$ cat src/rtl/multi_bank_cache_loader_pkg.sv
// Shared types and sizing helpers for the multi-bank cache fill path.
package pkg_cache_loader;

  typedef enum logic {FILL, DONE} state_t;

  typedef enum logic {BANK_MAJOR, INTERLEAVED} bank_mode_t;

  // Counter width for a modulo-n counter, never narrower than one bit.
  function automatic int count_bits(int n);
    return (n > 1) ? $clog2(n) : 1;
  endfunction

  function automatic int bank_bits(int num_banks);
    return count_bits(num_banks);
  endfunction

  function automatic int total_entries(int depth, int num_banks);
    return depth * num_banks;
  endfunction

endpackage

$ cat src/rtl/multi_bank_cache_loader_beat_packer.sv
// Collects PACK narrow beats into one wide word, first beat in the LSBs.
module beat_packer
  import pkg_cache_loader::*;
#(
  parameter int IN_WIDTH = 16,
  parameter int PACK     = 2
) (
  input  logic                     clk,
  input  logic                     resetn,
  input  logic                     clear,
  input  logic                     accept,
  input  logic [IN_WIDTH-1:0]      data,
  output logic [IN_WIDTH*PACK-1:0] word,
  output logic                     word_valid
);

  localparam int CW = count_bits(PACK);

  logic [CW-1:0]            cnt_q;
  logic [IN_WIDTH*PACK-1:0] hold_q;
  logic                     last;

  assign last       = (cnt_q == CW'(PACK - 1));
  assign word_valid = accept && last;

  // Held beats with the current beat inserted at its slot; complete on the last beat.
  always_comb begin
    word = hold_q;
    for (int unsigned k = 0; k < PACK; k++) begin
      if (cnt_q == CW'(k)) word[k*IN_WIDTH +: IN_WIDTH] = data;
    end
  end

  // Beat counter and holding register; clear only rewinds the counter since stale slots get overwritten.
  always_ff @(posedge clk) begin
    if (!resetn) begin
      cnt_q  <= '0;
      hold_q <= '0;
    end else if (clear) begin
      cnt_q <= '0;
    end else if (accept) begin
      hold_q <= word;
      cnt_q  <= last ? '0 : cnt_q + 1'b1;
    end
  end

endmodule

$ cat src/rtl/multi_bank_cache_loader.sv
// Fills NUM_BANKS cache banks from a packed beat stream; re-armable via reload.
module multi_bank_cache_loader
  import pkg_cache_loader::*;
#(
  parameter int IN_WIDTH   = 16,
  parameter int PACK       = 2,
  parameter int ADDR_WIDTH = 10,
  parameter int DEPTH      = 1024,
  parameter int NUM_BANKS  = 4,
  parameter int BANK_MODE  = 0
) (
  input  logic                     clk,
  input  logic                     resetn,
  input  logic [IN_WIDTH-1:0]      data,
  input  logic                     data_ready,
  output logic                     data_wanted,
  input  logic                     reload,
  output logic [NUM_BANKS-1:0]     we,
  output logic [ADDR_WIDTH-1:0]    waddr,
  output logic [IN_WIDTH*PACK-1:0] wdata,
  output logic                     loaded
);

  localparam int         WORD_SIZE = IN_WIDTH * PACK;
  localparam int         BANK_BITS = bank_bits(NUM_BANKS);
  localparam bank_mode_t MODE      = (BANK_MODE == 1) ? INTERLEAVED : BANK_MAJOR;

  state_t                state_q, state_d;
  logic                  armed_q;
  logic [BANK_BITS-1:0]  bank_q;
  logic [ADDR_WIDTH-1:0] addr_q;
  logic [NUM_BANKS-1:0]  we_q;
  logic [ADDR_WIDTH-1:0] waddr_q;
  logic [WORD_SIZE-1:0]  wdata_q;
  logic                  loaded_q;

  logic                  take;
  logic [WORD_SIZE-1:0]  word;
  logic                  word_valid;
  logic                  bank_last, addr_last, final_word;

  // armed_q keeps data_wanted low through reset while the state already sits in FILL.
  assign data_wanted = armed_q && (state_q == FILL);
  assign take        = data_ready && data_wanted && !reload;
  assign bank_last   = (bank_q == BANK_BITS'(NUM_BANKS - 1));
  assign addr_last   = (addr_q == ADDR_WIDTH'(DEPTH - 1));
  assign final_word  = word_valid && bank_last && addr_last;

  assign we     = we_q;
  assign waddr  = waddr_q;
  assign wdata  = wdata_q;
  assign loaded = loaded_q;

  beat_packer #(
    .IN_WIDTH (IN_WIDTH),
    .PACK     (PACK)
  ) u_packer (
    .clk        (clk),
    .resetn     (resetn),
    .clear      (reload),
    .accept     (take),
    .data       (data),
    .word       (word),
    .word_valid (word_valid)
  );

  // Next-state: reload always returns to FILL; the last entry ends the fill.
  always_comb begin
    state_d = state_q;
    if (reload)                                state_d = FILL;
    else if (state_q == FILL && final_word)    state_d = DONE;
  end

  // State register and reset-release flag.
  always_ff @(posedge clk) begin
    if (!resetn) begin
      state_q <= FILL;
      armed_q <= 1'b0;
    end else begin
      state_q <= state_d;
      armed_q <= 1'b1;
    end
  end

  // Bank/address counters: inner counter wraps and carries into the outer one.
  always_ff @(posedge clk) begin
    if (!resetn || reload) begin
      bank_q <= '0;
      addr_q <= '0;
    end else if (word_valid) begin
      if (MODE == BANK_MAJOR) begin
        if (addr_last) begin
          addr_q <= '0;
          bank_q <= bank_last ? '0 : bank_q + 1'b1;
        end else begin
          addr_q <= addr_q + 1'b1;
        end
      end else begin
        if (bank_last) begin
          bank_q <= '0;
          addr_q <= addr_last ? '0 : addr_q + 1'b1;
        end else begin
          bank_q <= bank_q + 1'b1;
        end
      end
    end
  end

  // Write port register: one-cycle strobe, address/data held until the next write.
  always_ff @(posedge clk) begin
    if (!resetn) begin
      we_q     <= '0;
      waddr_q  <= '0;
      wdata_q  <= '0;
      loaded_q <= 1'b0;
    end else begin
      we_q <= word_valid ? (NUM_BANKS'(1) << bank_q) : '0;
      if (word_valid) begin
        waddr_q <= addr_q;
        wdata_q <= word;
      end
      if (reload)          loaded_q <= 1'b0;
      else if (final_word) loaded_q <= 1'b1;
    end
  end

endmodule

$ cat config.mk
export PLATFORM = sky130hd
export DESIGN_NAME = multi_bank_cache_loader
export DESIGN_NICKNAME = d
export VERILOG_FILES = /design/src/rtl/multi_bank_cache_loader_pkg.sv /design/src/rtl/multi_bank_cache_loader_beat_packer.sv /design/src/rtl/multi_bank_cache_loader.sv
export SDC_FILE = /design/constraint.sdc
export NUM_CORES = 1
export LEC_CHECK = 0
export BUFFER_PORTS_ARGS = -buffer_cell sky130_fd_sc_hd__buf_2
export CAP_MARGIN = 20
export CORE_MARGIN = 2
export CORE_UTILIZATION = 30
export CTS_BUF_LIST = sky130_fd_sc_hd__clkbuf_16
export DETAILED_ROUTE_END_ITERATION = 10
export HOLD_SLACK_MARGIN = 0.12
export REMOVE_ABC_BUFFERS = 1
export SKIP_CTS_REPAIR_TIMING = 1
export SLEW_MARGIN = 0
export SYNTH_ARGS = -nofsm -noshare
export SYNTH_HDL_FRONTEND = slang
export SYNTH_SLANG_ARGS = --single-unit
$ cat constraint.sdc
create_clock -name clk -period 1.3 [get_ports clk]
set_input_delay 0.195 -clock clk [delete_from_list [all_inputs] [get_ports clk]]
set_output_delay 0.195 -clock clk [all_outputs]
set_load 0.03 [all_outputs]
==> impl_metrics.csv, run 1 <==
group,metric,value,unit
sta,setup_tns,-2600,ps
die,ios,68,
yosys,ys_flop_type,"sky130_fd_sc_hd__dfxtp_1",
global_routing,vias_in_the_first_global_route,2289,
yosys,synth.cell_area,3080,um2
yosys,synth_seq_area_share,50.7,%
sta,rsz0062_at_grt,"true",
placement,postPlaceCellArea,3680,um2
finish,commonest_non_fill_non_tap_cell_in_the_layout,"sky130_fd_sc_hd__nand2_1",
sta,max_slew.worst_pin.slew,331,ps
die,die_w,105,um
placement,io_port_bufs,67,
placement,dpl.hpwl,4510,um
status,status,"complete, but fails checks",
routing,drt_via_density,4.43,
status,violations,"negative setup slack",
clock_network,clock_tree.root_cell,"sky130_fd_sc_hd__clkbuf_16",
clock_network,cts-buffers-inserted,9,
placement,place_inst,535,
clock_network,clkSinkCount,78,
sta,finalHoldViolations,0,
power,power.internal,3.97,mW
sta,fmax,722,MHz
finish,fin_nets,442,
die,die_y,105,um
sta,postLayoutSetupSlackWorst,-85.3,ps
global_routing,grt_use_total,12.2,%
die,core.rowCount,36,
global_routing,grt_antenna_before_repair,0,
routing,routed-via-count,2462,
yosys,yosys.cell_types.count,38,
yosys,synth.largest_area_cell,"sky130_fd_sc_hd__dfxtp_1",
global_routing,grt_overflow_total,0,
power,power_leakage,1.66,nW
global_routing,first_pass_grt_wire_length,10900,um
finish,area_delta_synth_final,35.3,%
placement,place_congestion,0.776,
run,max-cap-violations,0,
global_routing,grt_max_degree,35,
routing,routed_wl,6950,um
finish,postLayoutCoreUtil,42.3,%
power,switching_share,20.5,%
yosys,async_reset_ff_share,0,%
worst_setup_path,timing_worst_setup_path_type,"reg2reg",
routing,number_of_iterations_in_the_first_detailed_routing_pass,4,
yosys,synthesis.instances,330,
finish,fin_cells,556,
worst_setup_path,worst_setup_end_kind,"flop",
die,initial_core_utilization,31.2,%
routing,wl_per_cell,12.5,um
clock_network,clk_latency,320,ps
yosys,avgSynthCellArea,9.34,um2
routing,drc_errors,0,
routing,first_iter_violations,83,
worst_setup_path,worst_setup_path_start_kind,"flop",
clock_network,h_tree_levels,3,
power,ir_worst_vdd,0.645,mV
yosys,synth.area.top_cells,"sky130_fd_sc_hd__dfxtp_1 51%, sky130_fd_sc_hd__nand2_1 11%, sky130_fd_sc_hd__a21boi_1 6.3%",
finish,drive_above_1_share,35.0,%
yosys,synth_top_cell_area_share,50.7,%
yosys,synth_seq_cells,78,
clock_network,cts.path.max_buffers,2,
sta,final_setup_violation_count,60,
sta,final_min_period_over_clock_period,107,%
finish,most-common-layout-cells,"87 x sky130_fd_sc_hd__nand2_1, 69 x sky130_fd_sc_hd__dfxtp_1, 66 x sky130_fd_sc_hd__buf_2",
worst_setup_path,worstPathMaxFanout,12,
power,p_comb_share,4.2,%
die,design.core.area,9860,um2
sta,fin_skew,4.49,ps
sta,slew_headroom,77.8,%
power,sequentialPowerShare,48.5,%
finish,postLayoutCellArea,4170,um2
yosys,synthesis.yosys.warnings,0,
worst_setup_path,critical_path_arrival,1640,ps
sta,finalWorstPathRequiredPeriod,1390,ps
power,power_frac_clock,47.3,%
finish,antenna_cells_inserted,0,
finish,fillers,971,
yosys,synth-edff-count,0,
worst_hold_path,holdCritPathClass,"in2reg",
routing,ant_nets,0,
worst_setup_path,cp_data_required_time,1550,ps
power,sw_pwr,1.02,mW
die,die_area,11100,um2
clock_network,cts_tree,"done",
power,power-per-cell-area,1200,nW/um2
sta,finalMaxSlewViolations,0,
clock_network,clkTransAtPathRegs,60,ps
==> cell usage after synthesis, types with 2 or more instances <==
| cell type | number |
|---|---|
| sky130_fd_sc_hd__or3_1 | 2 |
| sky130_fd_sc_hd__and2_1 | 2 |
| sky130_fd_sc_hd__nand3_1 | 5 |
| sky130_fd_sc_hd__nor4_1 | 2 |
| sky130_fd_sc_hd__inv_1 | 3 |
| sky130_fd_sc_hd__xor2_1 | 2 |
| sky130_fd_sc_hd__ha_1 | 2 |
| sky130_fd_sc_hd__dfxtp_1 | 78 |
| sky130_fd_sc_hd__a21boi_1 | 26 |
| sky130_fd_sc_hd__nand2_1 | 88 |
| sky130_fd_sc_hd__mux2i_1 | 18 |
| sky130_fd_sc_hd__clkbuf_1 | 8 |
| sky130_fd_sc_hd__nor3_1 | 3 |
| sky130_fd_sc_hd__nor2_1 | 16 |
| sky130_fd_sc_hd__buf_2 | 5 |
| sky130_fd_sc_hd__nor2b_1 | 17 |
| sky130_fd_sc_hd__a21boi_0 | 16 |
| sky130_fd_sc_hd__buf_4 | 2 |
| sky130_fd_sc_hd__a21oi_1 | 4 |
| sky130_fd_sc_hd__buf_6 | 6 |
| sky130_fd_sc_hd__xnor2_1 | 6 |
| sky130_fd_sc_hd__nand4_1 | 3 |
==> metal layers <==
metal  wire length [um]  global-route usage (%)
met2               3190                    19.4
met1               3350                    15.8
met5                  0                       0
met4                162                    6.29
met3                249                    2.29
==> power by group through the flow <==
stage | Sequential [mW] | Combinational [mW] | Clock [mW]
floorplan | 2.48 | 0.0881 | 0
detailed placement | 2.48 | 0.197 | 0
global route | 2.43 | 0.228 | 2.55
finish | 2.42 | 0.209 | 2.36
CTS | 2.42 | 0.198 | 2.42
global placement | 2.48 | 0.195 | 0
==> metrics by stage <==
step	hold WS, ps	setup slack (ps)	power, mW
after floorplan	223	-467	2.57
after global placement	439	-85.5	2.67
after detailed placement	445	-115	2.67
after CTS	114	-128	5.04
after global routing	122	-153	5.20
final	120	-85.3	5.00
==> path summary, 6_finish.rpt <==
kind	from	end	slack [ps]	cells after the start
worst min-delay path	data[0]	wdata[16]$_SDFFE_PN0P_	120	3
worst max-delay path	state_q$_SDFFE_PP0P_	wdata[4]$_SDFFE_PN0P_	-90	5
worst min register to register	wdata[12]$_SDFFE_PN0P_	wdata[12]$_SDFFE_PN0P_	450	2
worst max register to register	state_q$_SDFFE_PP0P_	wdata[4]$_SDFFE_PN0P_	-90	5
==> state kept, by name, summed over array words and instances, names as in the netlist <==
| register | count |
|---|---|
| wdata | 32 |
| u_packer.hold_q | 16 |
| addr_q | 10 |
| waddr | 10 |
| we | 4 |
| bank_q | 2 |
| armed_q | 1 |
| loaded | 1 |
| state_q | 1 |
| u_packer.cnt_q | 1 |
==> worst max-delay path: stages (launching register included) <==
cell                        delay (ps)
sky130_fd_sc_hd__dfxtp_2           340
sky130_fd_sc_hd__and4bb_4          360
sky130_fd_sc_hd__and2_4            250
sky130_fd_sc_hd__clkbuf_16         190
sky130_fd_sc_hd__nand2_1            50
sky130_fd_sc_hd__a21boi_0          130
==> cell families (layout without fill, tap and decap cells) <==
logic type               count (synthesis)  in the layout  share of synthesized area, %
AND/OR/NAND/NOR                        150            150                          24.0
buffers and inverters                   25            118                          4.95
multiplexers                            18             18                          5.85
XOR/XNOR                                 8              8                          2.27
AO/OA/AOI/OAI                           49             49                          11.5
flip-flops                              78             78                          50.7
adder cells (fa/ha/maj)                  2              2                         0.812
==> cell type report <==
| type | count | area (um2) | area share [%] |
|---|---|---|---|
| Clock buffer | 9 | 225 | 5.40 |
| Clock inverter | 5 | 52.6 | 1.26 |
| Inverter | 3 | 11.3 | 0.270 |
| Multi-Input combinational cell | 227 | 1470 | 35.2 |
| Sequential cell | 78 | 1570 | 37.7 |
| Tap cell | 133 | 166 | 3.99 |
| Timing Repair Buffer | 101 | 676 | 16.2 |
Note: power is estimated with default switching activity, not from simulation.
==> inputs of run 2 (changes only) <==
--- a/config.mk
+++ b/config.mk
@@ -5,13 +5,17 @@
 export SDC_FILE = /design/constraint.sdc
 export NUM_CORES = 1
 export LEC_CHECK = 0
+export ABC_AREA = 1
 export BUFFER_PORTS_ARGS = -buffer_cell sky130_fd_sc_hd__buf_2
 export CAP_MARGIN = 20
+export CELL_PAD_IN_SITES_DETAIL_PLACEMENT = 1
+export CELL_PAD_IN_SITES_GLOBAL_PLACEMENT = 1
 export CORE_MARGIN = 2
-export CORE_UTILIZATION = 30
+export CORE_UTILIZATION = 34
 export CTS_BUF_LIST = sky130_fd_sc_hd__clkbuf_16
 export DETAILED_ROUTE_END_ITERATION = 10
 export HOLD_SLACK_MARGIN = 0.12
+export PLACE_DENSITY_LB_ADDON = 0.1
 export REMOVE_ABC_BUFFERS = 1
 export SKIP_CTS_REPAIR_TIMING = 1
 export SLEW_MARGIN = 0
==> run 2 against run 1 <==
  * The run now ends clean
  * Cell area down 2.8%
  * Count of clock-buffer cells in the layout unchanged
  * Combinational power rose by 30%
  * Setup slack gained 98 ps
  * Core utilization increased by 7.1 points
  * Clock power rose by 3%
  * Final cell count grew 1.8%
  * Power grew 2.8%
  * Largest cell class unchanged
  * Largest power group unchanged
==> impl_metrics.csv, run 2 <==
group,metric,value,unit
status,status,"finished, final reports clean",
yosys,synthesis.yosys.warnings,0,
die,ios,68,
placement,dp_slack,-65.3,ps
finish,most-common-layout-cells,"74 x sky130_fd_sc_hd__dfxtp_1, 66 x sky130_fd_sc_hd__buf_2, 53 x sky130_fd_sc_hd__nand2_1",
die,die_w,96.2,um
global_routing,vias_in_the_first_global_route,2479,
finish,postLayoutCoreUtil,49.3,%
placement,io_port_bufs,67,
placement,dpl.hpwl,5310,um
worst_setup_path,timing.critical_path.slowest_stage_cell,"sky130_fd_sc_hd__dfxtp_2",
worst_hold_path,holdCritPathClass,"in2reg",
sta,slew_headroom,81.5,%
finish,antenna_cells_inserted,0,
sta,final.hold.worst_slack,130,ps
routing,drc_errors,0,
clock_network,clkSinkCount,78,
die,initial_core_utilization,35.1,%
finish,fin_cells,566,
yosys,async_reset_ff_share,0,%
clock_network,clock_tree.root_cell,"sky130_fd_sc_hd__clkbuf_16",
worst_setup_path,critical_path_arrival,1510,ps
sta,rsz0062_at_grt,"true",
yosys,synth_seq_cells,78,
routing,routed-via-count,2645,
finish,fin_nets,478,
sta,finalMaxSlewViolations,0,
clock_network,h_tree_levels,3,
yosys,yosysMostFrequentCell,"sky130_fd_sc_hd__dfxtp_1",
sta,fmax,777,MHz
global_routing,grt_max_degree,27,
run,max-cap-violations,0,
routing,first_iter_violations,33,
sta,finalWorstPathRequiredPeriod,1290,ps
finish,drive_above_1_share,34.9,%
finish,largest_register_ff_count,32,
worst_setup_path,worst_path_most_repeated_cell,"sky130_fd_sc_hd__nand2_4",
routing,ant_nets,0,
yosys,netlist_top_cells_count,"78 x sky130_fd_sc_hd__dfxtp_1, 60 x sky130_fd_sc_hd__nand2_1, 45 x sky130_fd_sc_hd__inv_1",
placement,place_congestion,0.823,
yosys,synth_top_cell_area_share,54.1,%
power,post-layout-total-power,5.14,mW
yosys,synth.area.top_cells,"sky130_fd_sc_hd__dfxtp_1 54%, sky130_fd_sc_hd__nand2_1 7.8%, sky130_fd_sc_hd__a21oi_1 6.2%",
worst_setup_path,critPathBufInv,3,
worst_setup_path,worst_setup_path_start_kind,"flop",
global_routing,grt_overflow_total,0,
clock_network,cts-buffers-inserted,9,
global_routing,grt_use_total,17.6,%
sta,finalHoldViolations,0,
yosys,synth_seq_area_share,54.1,%
routing,number_of_iterations_in_the_first_detailed_routing_pass,4,
worst_setup_path,timing_worst_setup_path_type,"reg2reg",
sta,final_min_period_over_clock_period,99.0,%
sta,final_setup_violation_count,0,
worst_setup_path,worst_path_dominant_cell_family,"simple AND/OR/NAND/NOR gates",
global_routing,grt_antenna_before_repair,0,
worst_setup_path,maximum_cell_stage_delay_along_the_critical_path,330,ps
routing,routed_wl,8150,um
finish,commonest_non_fill_non_tap_cell_in_the_layout,"sky130_fd_sc_hd__dfxtp_1",
global_routing,first_pass_grt_wire_length,12300,um
die,die_area,9250,um2
routing,wl_per_cell,14.4,um
sta,fin_skew,9.58,ps
worst_setup_path,worst_setup_end_kind,"flop",
finish,fillers,1017,
yosys,synth.cell_area,2890,um2
die,design.core.area,8220,um2
worst_setup_path,worstPathMaxFanout,9,
power,power-per-cell-area,1270,nW/um2
finish,area_delta_synth_final,40.4,%
yosys,ys_flop_type,"sky130_fd_sc_hd__dfxtp_1",
finish,postLayoutCellArea,4050,um2
power,ir_worst_vdd,0.605,mV
placement,place_inst,541,
clock_network,clk_latency,330,ps
sta,setup_tns,0,ps
die,die_y,96.2,um
yosys,synthesis.instances,359,
yosys,avgSynthCellArea,8.04,um2
placement,postPlaceCellArea,3480,um2
die,core.rowCount,33,
clock_network,cts.path.max_buffers,2,
routing,drt_via_density,4.67,
yosys,yosys.cell_types.count,25,
yosys,synth.largest_area_cell,"sky130_fd_sc_hd__dfxtp_1",
yosys,synth-edff-count,0,
power,power_leakage,1.75,nW
worst_setup_path,cp_data_required_time,1520,ps
clock_network,cts_tree,"done",
worst_setup_path,timing.critical_path.cells,"inv_2 -> nand2_2 -> nor2_4 -> nand2_4 -> nand2_4 -> inv_8 -> clkbuf_16 -> nand2_1 -> o21ai_0",
sta,max_slew.worst_pin.slew,277,ps
clock_network,clkTransAtPathRegs,60,ps
sta,postLayoutSetupSlackWorst,12.4,ps
-- run 2: tightest hold or removal path: stages --
cell and delay, ps:
sky130_fd_sc_hd__buf_2 100, sky130_fd_sc_hd__o22ai_2 60, sky130_fd_sc_hd__nor2_1 70
-- run 2: path summary, 6_finish.rpt --
kind	start	to	slack (ps)	cells past startpoint
setup / recovery	state_q$_SDFFE_PP0P_	waddr[8]$_SDFFE_PN0P_	10	9
hold / removal	data[9]	u_packer.hold_q[9]$_SDFFE_PN0P_	130	3
setup reg to reg	state_q$_SDFFE_PP0P_	waddr[8]$_SDFFE_PN0P_	10	9
hold reg to reg	wdata[14]$_SDFFE_PN0P_	wdata[14]$_SDFFE_PN0P_	440	2
-- run 2: area by class of cell --
class	count	area [um2]	share of cell area, %
Inverter	51	199	4.91
Multi-Input combinational cell	214	1190	29.4
Clock inverter	7	58.8	1.45
Clock buffer	9	225	5.56
Tap cell	105	131	3.24
Timing Repair Buffer	102	681	16.8
Sequential cell	78	1570	38.6
-- run 2: cell families (layout without fill, tap and decap cells) --
logic type / Yosys count / after routing / share of synthesized area [%]
simple gates: 125 / 125 / 18.5
compound gates: 85 / 85 / 16.1
flops: 78 / 78 / 54.1
buf+inv: 67 / 169 / 9.84
fa+ha+maj: 2 / 2 / 0.866
xor+xnor: 2 / 2 / 0.607
-- run 2: power by group --
group / internal [mW] / leakage, nW / switching, mW
sequential: 2.42 / 0.632 / 0.0139
combinational: 0.113 / 0.973 / 0.159
clock: 1.46 / 0.149 / 0.969
total: 4.00 / 1.75 / 1.14
-- run 2: metal layers --
layer / vias up / GRT usage (%) / share of wire, %
li1: 1351 / - / -
met1: 1239 / 23.3 / 47
met2: 45 / 27.5 / 48
met3: 10 / 3.76 / 3.4
met4: 0 / 7.38 / 1.4
met5: - / 0 / 0
==> inputs of run 3 (changes only) <==
--- a/config.mk
+++ b/config.mk
@@ -13,6 +13,7 @@
 export CORE_MARGIN = 2
 export CORE_UTILIZATION = 34
 export CTS_BUF_LIST = sky130_fd_sc_hd__clkbuf_16
+export CTS_CLUSTER_SIZE = 12
 export DETAILED_ROUTE_END_ITERATION = 10
 export HOLD_SLACK_MARGIN = 0.12
 export PLACE_DENSITY_LB_ADDON = 0.1
==> constraint.sdc (replaced) <==
create_clock -name clk -period 1.3 [get_ports clk]
set_input_delay 0.065 -clock clk [delete_from_list [all_inputs] [get_ports clk]]
set_output_delay 0.065 -clock clk [all_outputs]
set_load 0.03 [all_outputs]
==> run 3 against run 2 <==
  * Sequential share of layout area decreased by 1.2 points
  * First-iteration DRC count rose by 30%
  * Highest routed layer unchanged
  * Largest cell class unchanged
  * Sequential cell count is the same
  * Largest power group is now the clock network
  * Critical endpoint is now addr_q[5]$_SDFFE_PP0P_
  * Critical path depth fell by 1
==> impl_metrics.csv, run 3 (synthesis results as in run 2) <==
group,metric,value,unit
routing,drc_errors,0,
die,design.core.area,8220,um2
placement,io_port_bufs,67,
worst_setup_path,worstPathMaxFanout,6,
power,ir_worst_vdd,0.647,mV
clock_network,clkSinkCount,78,
placement,place_inst,541,
run,max-cap-violations,0,
global_routing,vias_in_the_first_global_route,2475,
placement,place_congestion,0.790,
worst_setup_path,worst_setup_end_kind,"flop",
global_routing,grt_use_total,16.6,%
worst_setup_path,timing.critical_path.slowest_stage_cell,"sky130_fd_sc_hd__dfxtp_2",
clock_network,clkTransAtPathRegs,60,ps
global_routing,grt_antenna_before_repair,0,
finish,area_delta_synth_final,45.0,%
finish,most-common-layout-cells,"74 x sky130_fd_sc_hd__dfxtp_1, 67 x sky130_fd_sc_hd__buf_2, 54 x sky130_fd_sc_hd__nand2_1",
routing,number_of_iterations_in_the_first_detailed_routing_pass,4,
power,power-per-cell-area,1320,nW/um2
sta,max_slew.worst_pin.slew,234,ps
power,power_leakage,1.79,nW
sta,rsz0062_at_grt,"true",
clock_network,clk_latency,330,ps
placement,dp_slack,-83.2,ps
routing,first_iter_violations,43,
worst_setup_path,timing.critical_path.cells,"inv_2 -> nand2_2 -> nor2_4 -> nand2_4 -> buf_12 -> nor2_4 -> xor2_1 -> nor2_1",
sta,final_min_period_over_clock_period,98.5,%
routing,routed-via-count,2670,
clock_network,cts-buffers-inserted,9,
finish,commonest_non_fill_non_tap_cell_in_the_layout,"sky130_fd_sc_hd__dfxtp_1",
placement,dpl.hpwl,5360,um
worst_setup_path,cp_data_required_time,1520,ps
sta,slew_headroom,84.4,%
clock_network,cts_tree,"done",
die,ios,68,
finish,largest_register_ff_count,32,
die,die_area,9250,um2
worst_setup_path,worst_path_most_repeated_cell,"sky130_fd_sc_hd__nor2_4",
sta,final_setup_violation_count,0,
finish,fin_nets,491,
sta,finalHoldViolations,0,
finish,fillers,1013,
worst_setup_path,worst_setup_path_start_kind,"flop",
clock_network,cts.path.max_buffers,2,
clock_network,h_tree_levels,3,
routing,ant_nets,0,
sta,fmax,781,MHz
worst_setup_path,worst_path_dominant_cell_family,"simple AND/OR/NAND/NOR gates",
status,status,"finished, final reports clean",
die,die_y,96.2,um
sta,finalWorstPathRequiredPeriod,1280,ps
worst_setup_path,critPathBufInv,2,
die,die_w,96.2,um
finish,antenna_cells_inserted,0,
routing,routed_wl,7560,um
sta,fin_skew,6.26,ps
finish,fin_cells,579,
worst_hold_path,holdCritPathClass,"in2reg",
global_routing,grt_max_degree,21,
global_routing,grt_overflow_total,0,
global_routing,first_pass_grt_wire_length,11800,um
die,initial_core_utilization,35.1,%
die,core.rowCount,33,
routing,wl_per_cell,13.1,um
worst_setup_path,critical_path_arrival,1500,ps
worst_setup_path,setup.reg_to_reg.worst_slack,20,ps
sta,finalMaxSlewViolations,0,
routing,drt_via_density,4.61,
sta,postLayoutSetupSlackWorst,19.4,ps
worst_setup_path,timing_worst_setup_path_type,"reg2reg",
worst_setup_path,maximum_cell_stage_delay_along_the_critical_path,330,ps
finish,drive_above_1_share,32.1,%
clock_network,clock_tree.root_cell,"sky130_fd_sc_hd__clkbuf_16",
run 3: cell count changes in the layout (fill, tap and decap cells not counted), moves of 2 or more:
cell                            previous run  this run
sky130_fd_sc_hd__o21ai_1                  26        22
sky130_fd_sc_hd__clkbuf_16                11         9
sky130_fd_sc_hd__dlygate4sd3_1             0        17
sky130_fd_sc_hd__o21ai_0                   5         8
sky130_fd_sc_hd__buf_4                    28        24
sky130_fd_sc_hd__bufinv_16                 1         3
sky130_fd_sc_hd__a21oi_2                   2         0
sky130_fd_sc_hd__nand2_4                   4         2
sky130_fd_sc_hd__inv_1                    47        45
sky130_fd_sc_hd__a21oi_1                  34        36
sky130_fd_sc_hd__clkinv_2                  2         0
run 3: worst register-to-register path, stage by stage (launching register included):
cell,delay (ps)
sky130_fd_sc_hd__dfxtp_2,330
sky130_fd_sc_hd__inv_2,60
sky130_fd_sc_hd__nand2_2,60
sky130_fd_sc_hd__nor2_4,120
sky130_fd_sc_hd__nand2_4,110
sky130_fd_sc_hd__buf_12,150
sky130_fd_sc_hd__nor2_4,150
sky130_fd_sc_hd__xor2_1,160
sky130_fd_sc_hd__nor2_1,50
run 3: path summary, 6_finish.rpt:
path | cells after the start | start | to
worst max-delay path | 8 | state_q$_SDFFE_PP0P_ | addr_q[5]$_SDFFE_PP0P_
worst min-delay path | 4 | reload | u_packer.cnt_q$_SDFFE_PP0N_
worst max register to register | 8 | state_q$_SDFFE_PP0P_ | addr_q[5]$_SDFFE_PP0P_
worst min register to register | 2 | wdata[23]$_SDFFE_PN0P_ | wdata[23]$_SDFFE_PN0P_
run 3: report_power, final:
group	leakage (nW)	switching (mW)	total, mW	internal (mW)
registers	0.632	0.0129	2.43	2.42
logic	0.991	0.154	0.286	0.132
clock network	0.164	0.961	2.83	1.86
total	1.79	1.13	5.55	4.42
run 3: cell type report:
type / instances / area, um2 / share of cell area, %
Clock inverter: 7 / 114 / 2.72
Timing Repair Buffer: 115 / 787 / 18.8
Clock buffer: 9 / 225 / 5.38
Multi-Input combinational cell: 214 / 1170 / 27.9
Sequential cell: 78 / 1570 / 37.5
Inverter: 51 / 194 / 4.63
Tap cell: 105 / 131 / 3.14
run 3: routing by layer:
metal  wire length, um  up-vias  part of all wire (%)  global-route usage (%)
met3               244       10                   3.2                    3.13
met2              3650       41                    48                    27.3
li1                  -     1385                     -                       -
met5                 0        -                     0                       0
met1              3570     1234                    47                    21.1
met4                99        0                   1.3                    6.79
run 3: metrics by stage:
step / TNS (ps) / hold slack [ps] / util [%] / instance area [um2] / total power, mW
4_1_cts: -1890 / -58.5 / 46.5 / 3820 / 5.55
3_5_place_dp: -989 / 286 / 42.4 / 3480 / 2.72
5_1_grt: -537 / 138 / 51.0 / 4190 / 5.72
3_3_place_gp: -589 / 294 / 42.4 / 3480 / 2.72
6_report: 0 / 110 / 51.0 / 4190 / 5.55
2_1_floorplan: -15240 / 92.7 / - / 2800 / 2.59
